### src/rtl/loader_pkg.sv
// Shared definitions for the serial-to-block-RAM frame loader:
// default geometry, frame start marker and FSM state encoding.
package loader_pkg;

    localparam int         DEF_RAM_WIDTH     = 16;
    localparam int         DEF_RAM_ADDR_BITS = 14;
    localparam logic [7:0] DEF_SYNC_BYTE     = 8'hA5;

    typedef enum logic [3:0] {
        IDLE    = 4'd0,
        ADDR_HI = 4'd1,
        ADDR_LO = 4'd2,
        CNT_HI  = 4'd3,
        CNT_LO  = 4'd4,
        DATA_HI = 4'd5,
        DATA_LO = 4'd6,
        WRITE   = 4'd7,
        CHECK   = 4'd8
    } state_e;

    // All multi-byte fields on the wire are big-endian.
    function automatic logic [15:0] be16(input logic [7:0] hi, input logic [7:0] lo);
        return {hi, lo};
    endfunction

endpackage

### src/rtl/ram_loader.sv
// Frame loader: parses SYNC / address / count / data words / checksum from a
// byte stream and writes the data words into a block RAM while the CPU is held.
module ram_loader
    import loader_pkg::*;
#(
    parameter int         RAM_WIDTH     = DEF_RAM_WIDTH,
    parameter int         RAM_ADDR_BITS = DEF_RAM_ADDR_BITS,
    parameter logic [7:0] SYNC_BYTE     = DEF_SYNC_BYTE
) (
    input  logic                     clk,
    input  logic                     rst_n,
    input  logic [7:0]               rx_data,
    input  logic                     rx_valid,
    output logic                     rx_ready,
    output logic                     ram_en,
    output logic                     ram_wr_en,
    output logic [RAM_ADDR_BITS-1:0] ram_addr,
    output logic [RAM_WIDTH-1:0]     ram_data,
    output logic                     cpu_hold,
    output logic                     load_done,
    output logic                     load_err
);

    state_e                   state_q, state_d;
    logic [7:0]               hi_q, hi_d;
    logic [RAM_ADDR_BITS-1:0] addr_q, addr_d;
    logic [15:0]              cnt_q, cnt_d;
    logic [7:0]               csum_q, csum_d;
    logic [RAM_WIDTH-1:0]     word_q, word_d;
    logic                     cpu_hold_q, cpu_hold_d;
    logic                     done_q, done_d;
    logic                     err_q, err_d;
    logic                     accept;

    assign rx_ready = (state_q != WRITE);
    assign accept   = rx_valid && rx_ready;

    // NOTE: every variable gets a default before the case so no path leaves it unassigned (no latches).
    always_comb begin
        state_d    = state_q;
        hi_d       = hi_q;
        addr_d     = addr_q;
        cnt_d      = cnt_q;
        csum_d     = csum_q;
        word_d     = word_q;
        cpu_hold_d = cpu_hold_q;
        done_d     = 1'b0;
        err_d      = 1'b0;

        case (state_q)
            IDLE: begin
                if (accept && rx_data == SYNC_BYTE) begin
                    state_d    = ADDR_HI;
                    cpu_hold_d = 1'b1;
                    csum_d     = 8'h00;
                end
            end
            ADDR_HI: begin
                if (accept) begin
                    hi_d    = rx_data;
                    state_d = ADDR_LO;
                end
            end
            ADDR_LO: begin
                if (accept) begin
                    // Address bits above RAM_ADDR_BITS are dropped by the cast.
                    addr_d  = RAM_ADDR_BITS'(be16(hi_q, rx_data));
                    state_d = CNT_HI;
                end
            end
            CNT_HI: begin
                if (accept) begin
                    hi_d    = rx_data;
                    state_d = CNT_LO;
                end
            end
            CNT_LO: begin
                if (accept) begin
                    cnt_d   = be16(hi_q, rx_data);
                    state_d = (be16(hi_q, rx_data) == 16'h0000) ? CHECK : DATA_HI;
                end
            end
            DATA_HI: begin
                if (accept) begin
                    hi_d    = rx_data;
                    csum_d  = csum_q ^ rx_data;
                    state_d = DATA_LO;
                end
            end
            DATA_LO: begin
                if (accept) begin
                    word_d  = RAM_WIDTH'(be16(hi_q, rx_data));
                    csum_d  = csum_q ^ rx_data;
                    state_d = WRITE;
                end
            end
            WRITE: begin
                addr_d  = addr_q + RAM_ADDR_BITS'(1);
                cnt_d   = cnt_q - 16'd1;
                state_d = (cnt_q == 16'd1) ? CHECK : DATA_HI;
            end
            CHECK: begin
                if (accept) begin
                    done_d     = (rx_data == csum_q);
                    err_d      = (rx_data != csum_q);
                    cpu_hold_d = 1'b0;
                    state_d    = IDLE;
                end
            end
            default: begin
                state_d    = IDLE;
                cpu_hold_d = 1'b0;
            end
        endcase
    end

    // NOTE: state registers use non-blocking assignments and all clear on async reset.
    always_ff @(posedge clk or negedge rst_n) begin
        if (!rst_n) begin
            state_q    <= IDLE;
            hi_q       <= '0;
            addr_q     <= '0;
            cnt_q      <= '0;
            csum_q     <= '0;
            word_q     <= '0;
            cpu_hold_q <= 1'b0;
            done_q     <= 1'b0;
            err_q      <= 1'b0;
        end else begin
            state_q    <= state_d;
            hi_q       <= hi_d;
            addr_q     <= addr_d;
            cnt_q      <= cnt_d;
            csum_q     <= csum_d;
            word_q     <= word_d;
            cpu_hold_q <= cpu_hold_d;
            done_q     <= done_d;
            err_q      <= err_d;
        end
    end

    assign ram_en    = (state_q == WRITE);
    assign ram_wr_en = (state_q == WRITE);
    assign ram_addr  = addr_q;
    assign ram_data  = word_q;
    assign cpu_hold  = cpu_hold_q;
    assign load_done = done_q;
    assign load_err  = err_q;

endmodule

### config.mk
export PLATFORM = sky130hd
export DESIGN_NAME = ram_loader
export DESIGN_NICKNAME = d
export VERILOG_FILES = /design/src/rtl/loader_pkg.sv /design/src/rtl/ram_loader.sv
export SDC_FILE = /design/constraint.sdc
export NUM_CORES = 1
export LEC_CHECK = 0
export ABC_AREA = 1
export CAP_MARGIN = 20
export CORE_UTILIZATION = 25
export DETAILED_ROUTE_END_ITERATION = 10
export DONT_BUFFER_PORTS = 1
export PLACE_DENSITY = 0.42
export SYNTH_ARGS = -nofsm -noshare
export SYNTH_HDL_FRONTEND = slang
export SYNTH_SLANG_ARGS = --single-unit
### constraint.sdc
create_clock -name clk -period 2.9 [get_ports clk]
set_input_delay 0.435 -clock clk [delete_from_list [all_inputs] [get_ports clk]]
set_output_delay 0.435 -clock clk [all_outputs]
set_load 0.03 [all_outputs]
==> impl_metrics.toml <==
[clock_network]
htreeDepth = 3
cts_resized = 0
root_buffer = "clkbuf_16"
clk_path_buf_depth = 2
cts_setup_buffers = 0
cts_tree = "yes"
clk_latency_ns = 0.34
cts_hold_buffers = 2
cts-buffers-inserted = 9
cts_num_sinks = 69
cts.reportedPaths.clkPinSlew_ns = 0.06

[sta]
fin_skew_ns = 0.00558
drv_slew = 0
setup_viol = 0
rsz0062_at_grt = "false"
worst_pin_slew_ns = 0.655
final_hold_viol_count = 0
fmax_mhz = 441
min_period_ns = 2.27
tns_ns = 0
fin_crit_sh_pct = 78.1
fin_hold_ws_ns = 0.239
slew_headroom_pct = 56.4

[finish]
final_nets = 524
instances_no_fill = 702
postLayoutCoreUtil_pct = 29.0
drive_gt1_share_pct = 10.1
antenna_cells = 0
synthToLayoutAreaGrowth_pct = 13.1

[synthesis]
synth.distinct_cells = 34
syn-num-nets = 520
synth.top_cell.area_share_pct = 44.2
yosysMostFrequentCell = "nand2_1"
synth_top_flop_cell = "dfrtp_1"
synth_top_area_cell = "dfrtp_1"
ys_warn_count = 0
async_flop_share_pct = 100
synth_top_cells_by_count = "nand2_1 (128), dfrtp_1 (69), nor2_1 (58)"
syn-instance-count = 506
synth_area_um2 = 3900
yosysSeqAreaShare_pct = 44.2
ys_seq_elements = 69
synth_edf_count = 0
yosys-top-cells-area = "dfrtp_1 (44%), nand2_1 (12%), nand3_1 (6.7%), nor2_1 (5.6%), inv_1 (5.2%)"
syn_area_per_cell_um2 = 7.71

[worst_setup_path]
timing.reg2reg.setup_slack_ns = 1.03
critPathKind = "reg -> out"
critical_path.cell_chain = "inv_1 -> nand2_4 -> nor2_4 -> buf_4 -> buf_4"
cp_common_cell = "buf_4"
r2r-start = "state_q[0]$_DFFE_PN0P_"
crit_required_ns = 2.47
reg2reg_depth = 8
arrival_ns = 1.83
cp-startpoint = "state_q[3]$_DFFE_PN0P_"
startpoint_type = "register"
crit_path_top_delay_cell = "dfrtp_1"
path_buf_inv = 3
crit-reg2reg-capture = "ram_addr[12]$_DFFE_PN0P_"
crit_path_end_kind = "primary output"
crit_path_max_fanout = 25
cp_top_family = "buffers and inverters"
critPathMaxStageDelay_ns = 0.44
cp.depth = 5

[floorplanning]
chipWidth_um = 127
rows = 45
ios = 47
core_um2 = 15200
dieArea_um2 = 16100
die_h_um = 127
start_util_pct = 25.7

[min_path]
hp-start = "rx_data[3]"
holdPathEnd = "ram_data[3]$_DFFE_PN0P_"
hold_path_depth = 2
hold_class = "in -> reg"

[route]
finalWirelength_mm = 11.1
viasPerCell = 4.75
via_count = 3331
avgRoutedWirePerCell_um = 15.8
drt_pass1_iterations = 4
postRouteAntennaNets = 0
drtIter0Drc = 193
drc = 0

[placed_design]
port_buffers = 0
place_inst = 685
hpwl_mm = 7.95
gp_congestion = 0.784

[grt]
antenna_found_initial = 0
grt_pass1_vias = 3308
grt_pass1_wl_mm = 18.0
grt-ovfl-total = 0
grt_start_max_net_pins = 70
grt_util_all_layers_pct = 14.7

[pwr]
p_leak_nw = 2.03
powerDensity_nw_per_um2 = 1160
peakVddDrop_uv = 457

[run]
drv_cap = 0

[status]
status = "finished clean"
placed cells by master (no fill, tap or decap), drive strengths merged:
cell | synthesis | final
a21oi | 19 | 19
xor2 | 6 | 6
o21bai | 2 | 2
nand2 | 135 | 135
nand3 | 54 | 54
and2 | 1 | 1
o22ai | 2 | 2
dfrtp | 69 | 69
bufinv | 0 | 2
o311ai | 2 | 2
o2111ai | 2 | 2
o211ai | 10 | 10
o21ai | 33 | 33
o221ai | 3 | 3
inv | 59 | 60
nand4 | 6 | 6
clkbuf | 0 | 10
nand3b | 4 | 4
xnor2 | 4 | 4
dlygate4sd3 | 0 | 1
clkinv | 1 | 2
clkinvlp | 0 | 1
ha | 3 | 3
nor2 | 67 | 67
mux2 | 5 | 5
nor3 | 7 | 7
buf | 12 | 4
per-layer routing:
| layer | vias up | track usage, % | share of wire (%) | wire length, µm |
|---|---|---|---|---|
| li1 | 1670 | - | - | - |
| met1 | 1586 | 20.4 | 51 | 5620 |
| met2 | 63 | 21.6 | 43 | 4780 |
| met4 | 0 | 4.83 | 1.2 | 134 |
| met5 | - | 0 | 0 | 0 |
| met3 | 12 | 4.56 | 5.3 | 591 |
power breakdown:
part	leakage, nW	internal (mW)	switching [mW]
clock network	0.149	0.753	0.439
logic	1.02	0.604	1.07
registers	0.857	1.39	0.885
layout make-up:
class	instances	area, µm²
clock buffers	10	229
clock inverters	5	85.1
fillers	1651	10800
inverters	60	225
multi-input cells	365	1850
flip-flops and latches	69	1730
well taps	188	235
repair buffers	5	60.1
worst register-to-register path: cells and delay by family, from the launching register on:
kind | cells | cell delay (ns)
flops | 1 | 0.50
simple gates | 4 | 0.73
compound gates | 1 | 0.21
buf+inv | 3 | 0.37
worst max-delay path by stage:
stage / to / slack (ns)
3_5_place_dp: ram_wr_en / 0.99
4_1_cts: ram_wr_en / 0.62
2_1_floorplan: ram_wr_en / 1.16
5_1_grt: ram_en / 0.51
6_report: ram_en / 0.63
3_3_place_gp: ram_wr_en / 1.02
sequential cells by signal, indices dropped and copies added (netlist names):
name / flops
cnt_q: 16
ram_data: 16
ram_addr: 14
csum_q: 8
hi_q: 8
state_q: 4
cpu_hold: 1
load_done: 1
load_err: 1
per-stage QoR:
| stage | power [mW] | setup slack [ns] | instance area, µm² |
|---|---|---|---|
| 2_1_floorplan | 3.50 | 1.16 | 3900 |
| 3_3_place_gp | 3.93 | 1.02 | 4060 |
| 3_5_place_dp | 3.95 | 0.992 | 4060 |
| 4_1_cts | 5.20 | 0.620 | 4410 |
| 5_1_grt | 5.56 | 0.512 | 4410 |
| 6_report | 5.14 | 0.635 | 4410 |
logic make-up (layout without fill, tap and decap cells):
logic type | count (synthesis) | in the layout | share of synthesized area [%]
simple gates | 274 | 274 | 31.2
compound gates | 73 | 73 | 11.6
buf+inv | 72 | 80 | 8.30
flops | 69 | 69 | 44.2
xor+xnor | 10 | 10 | 2.24
mux | 5 | 5 | 1.44
fa+ha+maj | 3 | 3 | 0.962
Note: power is estimated with default switching activity, not from simulation.
